[src/rtl/pipeline_stall_ctrl.sv]
// Pipeline hazard/stall controller: issues PC/IF-ID enables, flushes and bubbles
// from memory-wait, branch and load-use requests, and keeps saturating event counters.
module pipeline_stall_ctrl (
    input  logic        clk,
    input  logic        rst_n,
    input  logic        hazard,
    input  logic        branch_taken,
    input  logic        mem_busy,
    input  logic        cnt_clr,
    output logic        pc_write,
    output logic        ifid_write,
    output logic        ifid_flush,
    output logic        idex_bubble,
    output logic        exmem_hold,
    output logic [15:0] stall_cnt,
    output logic [15:0] flush_cnt,
    output logic [15:0] wait_cnt
);

    typedef enum logic [1:0] {
        RUN      = 2'd0,
        LU_STALL = 2'd1,
        MEM_WAIT = 2'd2,
        ILLEGAL  = 2'd3
    } state_t;

    state_t     state_reg;
    state_t     state_next;
    logic [2:0] cnt_inc;    // [0] load-use bubble, [1] branch flush, [2] memory wait

    always_comb begin
        pc_write    = 1'b1;
        ifid_write  = 1'b1;
        ifid_flush  = 1'b0;
        idex_bubble = 1'b0;
        exmem_hold  = 1'b0;
        state_next  = RUN;
        cnt_inc     = 3'b000;
        if (!rst_n) begin
            pc_write    = 1'b0;
            ifid_write  = 1'b0;
            ifid_flush  = 1'b1;
            idex_bubble = 1'b1;
        end else if (state_reg == ILLEGAL) begin
            // Unreachable encoding: behave as a normal cycle and recover to RUN.
            state_next = RUN;
        end else if (mem_busy) begin
            pc_write   = 1'b0;
            ifid_write = 1'b0;
            exmem_hold = 1'b1;
            state_next = MEM_WAIT;
            cnt_inc[2] = 1'b1;
        end else if (branch_taken) begin
            ifid_flush  = 1'b1;
            idex_bubble = 1'b1;
            cnt_inc[1]  = 1'b1;
        end else if (hazard && state_reg != LU_STALL) begin
            // The hazard stays asserted for one cycle after the bubble; LU_STALL masks it.
            pc_write    = 1'b0;
            ifid_write  = 1'b0;
            idex_bubble = 1'b1;
            state_next  = LU_STALL;
            cnt_inc[0]  = 1'b1;
        end
    end

    always_ff @(posedge clk or negedge rst_n) begin
        if (!rst_n) begin
            state_reg <= RUN;
        end else begin
            state_reg <= state_next;
        end
    end

    genvar gi;
    generate
        for (gi = 0; gi < 3; gi++) begin : g_cnt
            logic [15:0] cnt_reg;
            always_ff @(posedge clk or negedge rst_n) begin
                if (!rst_n) begin
                    cnt_reg <= 16'd0;
                end else if (cnt_clr) begin
                    cnt_reg <= 16'd0;
                end else if (cnt_inc[gi] && cnt_reg != 16'hFFFF) begin
                    cnt_reg <= cnt_reg + 16'd1;
                end
            end
        end
    endgenerate

    assign stall_cnt = g_cnt[0].cnt_reg;
    assign flush_cnt = g_cnt[1].cnt_reg;
    assign wait_cnt  = g_cnt[2].cnt_reg;

endmodule
[config.mk]
export PLATFORM = sky130hd
export DESIGN_NAME = pipeline_stall_ctrl
export DESIGN_NICKNAME = d
export VERILOG_FILES = /design/src/rtl/pipeline_stall_ctrl.sv
export SDC_FILE = /design/constraint.sdc
export NUM_CORES = 1
export LEC_CHECK = 0
export BUFFER_PORTS_ARGS = -buffer_cell sky130_fd_sc_hd__buf_2
export CAP_MARGIN = 30
export CORE_UTILIZATION = 55
export DETAILED_ROUTE_END_ITERATION = 12
export HOLD_SLACK_MARGIN = 0.15
export PLACE_DENSITY_LB_ADDON = 0.1
export SETUP_SLACK_MARGIN = 0.05
export SLEW_MARGIN = 20
export SYNTH_ARGS = -nofsm -noshare
export SYNTH_HDL_FRONTEND = slang
export SYNTH_SLANG_ARGS = --single-unit
[constraint.sdc]
create_clock -name clk -period 2.2 [get_ports clk]
set_clock_uncertainty 0.15 [all_clocks]
set_input_delay 0.11 -clock clk [delete_from_list [all_inputs] [get_ports clk]]
set_output_delay 0.11 -clock clk [all_outputs]
set_load 0.05 [all_outputs]
==> impl_metrics.py, run 1 <==
metrics = {
    "outcome": {
        "status": "finished clean",
    },
    "logic_synthesis": {
        "syn_area_per_cell_um2": 9.18,
        "yosys-top-cells-area": "dfrtp_1 (42%), a21oi_1 (5.0%), o31ai_1 (4.5%), or4_1 (4.5%), mux2_2 (4.5%)",
        "netlist_area_mm2": 0.00298,
        "yosys_warnings": 0,
        "yosysSeqAreaShare_pct": 42.1,
        "synth_top_area_share_pct": 42.1,
        "synth_edf_count": 0,
        "synth-main-ff-cell": "dfrtp_1",
        "syn-num-nets": 333,
        "yosysMostFrequentCell": "dfrtp_1",
        "yosysUniqueCellTypes": 44,
        "synth-async-reset-ratio_pct": 100,
        "synth_commonest_cells": "dfrtp_1 (50), a21oi_1 (30), nand2_1 (22)",
        "syn_inst": 324,
        "ys_ff_latch": 50,
        "yosys.area.top_type": "dfrtp_1",
    },
    "sta": {
        "rsz0062_at_grt": "yes",
        "layout_setup_ws_ns": 0.100,
        "maxSlewViolCount": 0,
        "setup_viol": 0,
        "slew_headroom_pct": 63.7,
        "max_freq_ghz": 0.476,
        "max_slew.worst_pin.slew_ns": 0.540,
        "period_minus_slack_ns": 2.10,
        "tns_ns": 0,
        "layout_worst_path_cycle_share_pct": 95.4,
        "finalHoldViolCount": 0,
    },
    "final_layout": {
        "stdcell_area_mm2": 0.00357,
        "diodes": 0,
        "fin_nets": 404,
        "fin_util_pct": 69.1,
        "area_delta_synth_final_pct": 20.1,
        "drive_gt1_share_pct": 26.5,
    },
    "route": {
        "wire_per_inst_um": 15.4,
        "avgViaCountPerCell": 6.23,
        "drt_pre_antenna_iters": 4,
        "vias": 2901,
        "drc_errors": 0,
        "drt-total-wl_mm": 7.19,
        "drt_iter0_markers": 154,
        "ant_nets": 0,
    },
    "power": {
        "p_sw_uw": 415,
        "combinationalPowerShare_pct": 9.3,
        "sw_frac_of_total_pct": 25.8,
        "clkPwrFrac_pct": 32.9,
        "ir_drop_mv": 0.421,
        "p_leak_nw": 1.54,
        "p_int_mw": 1.20,
        "seqPwrFrac_pct": 57.8,
        "power_mw": 1.61,
        "powerDensity_mw_per_mm2": 450,
    },
    "place": {
        "postPlaceCellArea_mm2": 0.00343,
        "gp_congestion": 0.866,
        "io_buffers": 58,
        "dp_hpwl_mm": 5.16,
        "pre_cts_ws_ns": 0.149,
    },
    "worst_setup_path": {
        "end_kind": "flip-flop",
        "r2r_cells": 6,
        "critical_path.max_fanout": 9,
        "crit_path_start_kind": "input port",
        "rrSetupSlack_ns": 0.15,
        "worstPathArrival_ns": 2.17,
        "required_ns": 2.27,
        "crit_type": "in -> reg",
    },
    "clocking": {
        "cts_htree_levels": 2,
        "clock_path_buffers": 2,
        "clock_latency_ns": 0.30,
        "cts_tree": "done",
        "cts_buffers": 5,
        "cts_sinks": 50,
        "clockRootBuffer": "clkbuf_8",
        "clkSlewWorstSetupHoldPaths_ns": 0.09,
    },
    "grt": {
        "grt_max_degree": 33,
        "grt_pass1_vias": 2436,
        "grt.total_usage_pct": 26.6,
        "antenna_found_initial": 0,
        "grt_overflow_total": 0,
        "grt_pass1_wl_mm": 11.6,
    },
    "die": {
        "row_count": 26,
        "die_area_mm2": 0.00571,
        "chipWidth_um": 75.6,
        "fp.dieH_um": 75.6,
        "ios": 59,
        "start_util_pct": 57.5,
        "core_mm2": 0.00517,
    },
    "min_path": {
        "hold_class": "in -> reg",
        "hold_depth": 4,
    },
    "job": {
        "max-cap-violations": 0,
    },
}
-- final timing paths --
| kind | start | endpoint |
|---|---|---|
| max | mem_busy | stall_cnt[13] |
| min | hazard | state_reg[0] |
| max reg2reg | wait_cnt[0] | wait_cnt[15] |
| min reg2reg | flush_cnt[6] | flush_cnt[6] |
| max in group asynchronous | rst_n | stall_cnt[7] |
| min in group asynchronous | rst_n | stall_cnt[8] |
-- metal layers --
metal	vias up	track usage [%]	wire, um
met5	-	0	0
met4	0	6.17	27
met3	2	4.63	336
met2	80	43.9	3540
met1	1424	36.7	3290
li1	1395	-	-
-- layout by cell type, fill, tap and decap left out, types with 6 or more instances in the layout --
master / synthesis / final
o21ai_0: 12 / 12
a21oi_1: 30 / 30
nor2b_1: 14 / 14
and3_1: 6 / 6
nand2_1: 22 / 22
dfrtp_2: 0 / 9
or3_1: 8 / 8
nor2_1: 16 / 16
mux2_2: 12 / 12
or4_1: 18 / 18
and4_1: 9 / 9
nand4_1: 13 / 13
nor3_1: 8 / 8
inv_1: 10 / 10
nor4_1: 9 / 8
buf_4: 1 / 14
nand3_1: 18 / 18
o31ai_1: 18 / 18
buf_2: 4 / 58
dfrtp_1: 50 / 41
-- critical path, cell delays in order --
cell           delay (ns)
dlygate4sd3_1        0.55
buf_2                0.18
nand4bb_1            0.26
or2_0                0.36
or4_1                0.53
a21oi_1              0.18
-- power by group through the flow --
stage          logic (mW)  clock network, mW  registers [mW]
2_1_floorplan      0.0708                  0           0.961
3_3_place_gp        0.141                  0           0.949
3_5_place_dp        0.143                  0           0.949
4_1_cts             0.151              0.536           0.931
5_1_grt             0.165              0.565           0.933
6_report            0.150              0.529           0.931
-- logic make-up (layout without fill, tap and decap cells) --
logic type               count (synthesis)  after routing  synth area share [%]
AND/OR/NAND/NOR                        163            163                  33.4
multiplexers                            14             14                  5.21
adder cells (fa/ha/maj)                  3              3                  1.26
flip-flops                              50             50                  42.1
buffers and inverters                   24             96                  3.32
AO/OA/AOI/OAI                           70             70                  14.7
-- metrics by stage --
stage | hold WS [ns] | std cells
final | 0.218 | 466
after global routing | 0.259 | 466
after CTS | 0.211 | 466
after detailed placement | -0.187 | 453
after global placement | -0.189 | 453
after floorplan | -0.336 | 324
-- timing repair --
action,CTS,global route
setup endpoints to repair,0,3
setup buffers,0,0
gates resized for setup,0,2
hold buffers,5,0
hold endpoints to repair,63,0
-- final cells by class --
cell class              count  area [um^2]
well taps                  70         87.6
flip-flops and latches     50         1260
inverters                  10         37.5
clock buffers               8         80.1
multi-input cells         250         1640
fillers                   437         1600
repair buffers             78          465
Note: power is estimated with default switching activity, not from simulation.
==> run 2, diff against run 1 <==
--- a/config.mk
+++ b/config.mk
@@ -7,6 +7,7 @@
 export LEC_CHECK = 0
 export BUFFER_PORTS_ARGS = -buffer_cell sky130_fd_sc_hd__buf_2
 export CAP_MARGIN = 30
+export CORE_MARGIN = 8
 export CORE_UTILIZATION = 55
 export DETAILED_ROUTE_END_ITERATION = 12
 export HOLD_SLACK_MARGIN = 0.15
==> run 2 against run 1 <==
Against the previous run:
- the run now ends with hold timing left
- register-to-register slack improved by 0.03 ns
- final cell count fell by 1.3%
- routed wire length is 3.0% higher
- via count decreased by 1.2%
==> impl_metrics.py, run 2 (synthesized netlist as in run 1, its figures left out) <==
metrics = {
    "outcome": {
        "status": "complete, but fails checks",
        "violations": "hold timing",
    },
    "worst_setup_path": {
        "r2r_end": "wait_cnt[14]",
        "required_ns": 1.94,
        "rrSetupSlack_ns": 0.18,
        "crit_path_start_kind": "flip-flop",
        "crit_type": "reg -> out",
        "r2r_cells": 5,
        "worstPathArrival_ns": 1.79,
        "critical_path.max_fanout": 19,
        "end_kind": "primary output",
        "r2r_start": "wait_cnt[0]",
    },
    "final_layout": {
        "fin_nets": 398,
        "final_common_cell": "buf_2",
        "final_cell_mix": "buf_2 (58), dfrtp_1 (41), a21oi_1 (30)",
        "fin_cells": 460,
        "area_delta_synth_final_pct": 19.1,
        "drive_gt1_share_pct": 27.4,
        "diodes": 0,
    },
    "sta": {
        "maxSlewViolCount": 0,
        "rsz0062_at_grt": "no",
        "max_freq_ghz": 0.488,
        "holdWs_ns": -0.524,
        "layout_worst_path_cycle_share_pct": 93.1,
        "period_minus_slack_ns": 2.05,
        "max_slew.worst_pin.slew_ns": 0.645,
        "tns_ns": 0,
        "slew_headroom_pct": 57.0,
        "finalHoldViolCount": 50,
        "setup_viol": 0,
    },
    "grt": {
        "grt_pass1_wl_mm": 12.6,
        "grt_max_degree": 52,
        "grt_pass1_vias": 2716,
        "grt_overflow_total": 0,
        "antenna_found_initial": 0,
        "grt.total_usage_pct": 19.6,
    },
    "die": {
        "die_area_mm2": 0.00802,
        "row_count": 26,
        "chipWidth_um": 89.6,
        "core_mm2": 0.00517,
        "fp.dieH_um": 89.6,
        "start_util_pct": 57.5,
        "ios": 59,
    },
    "route": {
        "ant_nets": 0,
        "drt-total-wl_mm": 7.41,
        "drt_pre_antenna_iters": 4,
        "avgViaCountPerCell": 6.23,
        "drt_iter0_markers": 179,
        "wire_per_inst_um": 16.1,
        "vias": 2867,
        "drc_errors": 0,
    },
    "clocking": {
        "clock_path_buffers": 2,
        "cts_tree": "done",
        "clkSlewWorstSetupHoldPaths_ns": 0.09,
        "cts_buffers": 5,
        "hold_buffers": 3,
        "cts_htree_levels": 2,
        "cts_sinks": 50,
        "clock_latency_ns": 0.30,
        "cts_setup_buffers": 0,
        "clockRootBuffer": "clkbuf_8",
    },
    "place": {
        "io_buffers": 58,
        "gp_congestion": 0.840,
        "dp_hpwl_mm": 5.41,
        "dp.cells": 449,
    },
    "min_path": {
        "hold_class": "in -> async",
    },
    "power": {
        "clkPwrFrac_pct": 34.1,
        "p_int_mw": 1.22,
        "ir_drop_mv": 0.311,
        "p_sw_uw": 413,
        "sw_frac_of_total_pct": 25.3,
        "seqPwrFrac_pct": 57.2,
        "p_leak_nw": 1.50,
        "powerDensity_mw_per_mm2": 460,
        "combinationalPowerShare_pct": 8.7,
    },
    "job": {
        "max-cap-violations": 0,
    },
}
[run 2: what timing repair did]
item | CTS | global route
setup endpoints to repair | 1 | 6
gates resized for setup | 1 | 4
hold endpoints to repair | 58 | 50
[run 2: how the worst max path moves through the flow]
stage | cells after the start | to | startpoint
floorplan | 6 | wait_cnt[1] | wait_cnt[5]
global placement | 4 | wait_cnt[10] | state_reg[0]
detailed placement | 4 | wait_cnt[10] | state_reg[0]
CTS | 6 | flush_cnt[15] | branch_taken
global route | 4 | flush_cnt[2] | flush_cnt[9]
finish | 4 | exmem_hold | state_reg[0]
[run 2: power by group through the flow]
| stage | Combinational, mW | Sequential, mW | Clock, mW |
|---|---|---|---|
| 2_1_floorplan | 0.0708 | 0.961 | 0 |
| 5_1_grt | 0.157 | 0.933 | 0.601 |
| 3_3_place_gp | 0.137 | 0.949 | 0 |
| 4_1_cts | 0.143 | 0.931 | 0.565 |
| 6_report | 0.142 | 0.931 | 0.555 |
| 3_5_place_dp | 0.139 | 0.950 | 0 |
[run 2: cell type report]
| cell class | instances | area (um^2) |
|---|---|---|
| tap | 70 | 87.6 |
| multi-input combinational | 250 | 1650 |
| fill | 424 | 1630 |
| inverter | 10 | 37.5 |
| clock inverter | 1 | 5.00 |
| clock buffer | 7 | 86.3 |
| sequential | 50 | 1260 |
| timing repair buffer | 72 | 415 |
[run 2: per-layer routing]
layer | routed length [um] | vias to the layer above | track usage [%]
li1 | - | 1383 | -
met1 | 3320 | 1404 | 25.2
met2 | 3550 | 66 | 31.9
met3 | 416 | 14 | 3.22
met4 | 124 | 0 | 7.55
met5 | 0 | - | 0
[run 2: critical path, cell delays in order, from the launching register on]
cell	delay (ns)
dfrtp_1	0.44
a21boi_4	0.25
nand2_2	0.25
inv_1	0.24
buf_2	0.30
[run 2: metrics by stage]
stage	cell area, um^2	hold slack (ns)	power, mW	setup slack, ns	util [%]
4_1_cts	3520	-0.526	1.64	0.0635	68.1
3_3_place_gp	3400	-0.210	1.09	0.155	65.7
3_5_place_dp	3400	-0.204	1.09	0.103	65.7
5_1_grt	3540	-0.530	1.69	0.0501	68.5
2_1_floorplan	2990	-0.336	1.03	0.0561	-
6_report	3540	-0.524	1.63	0.151	68.5
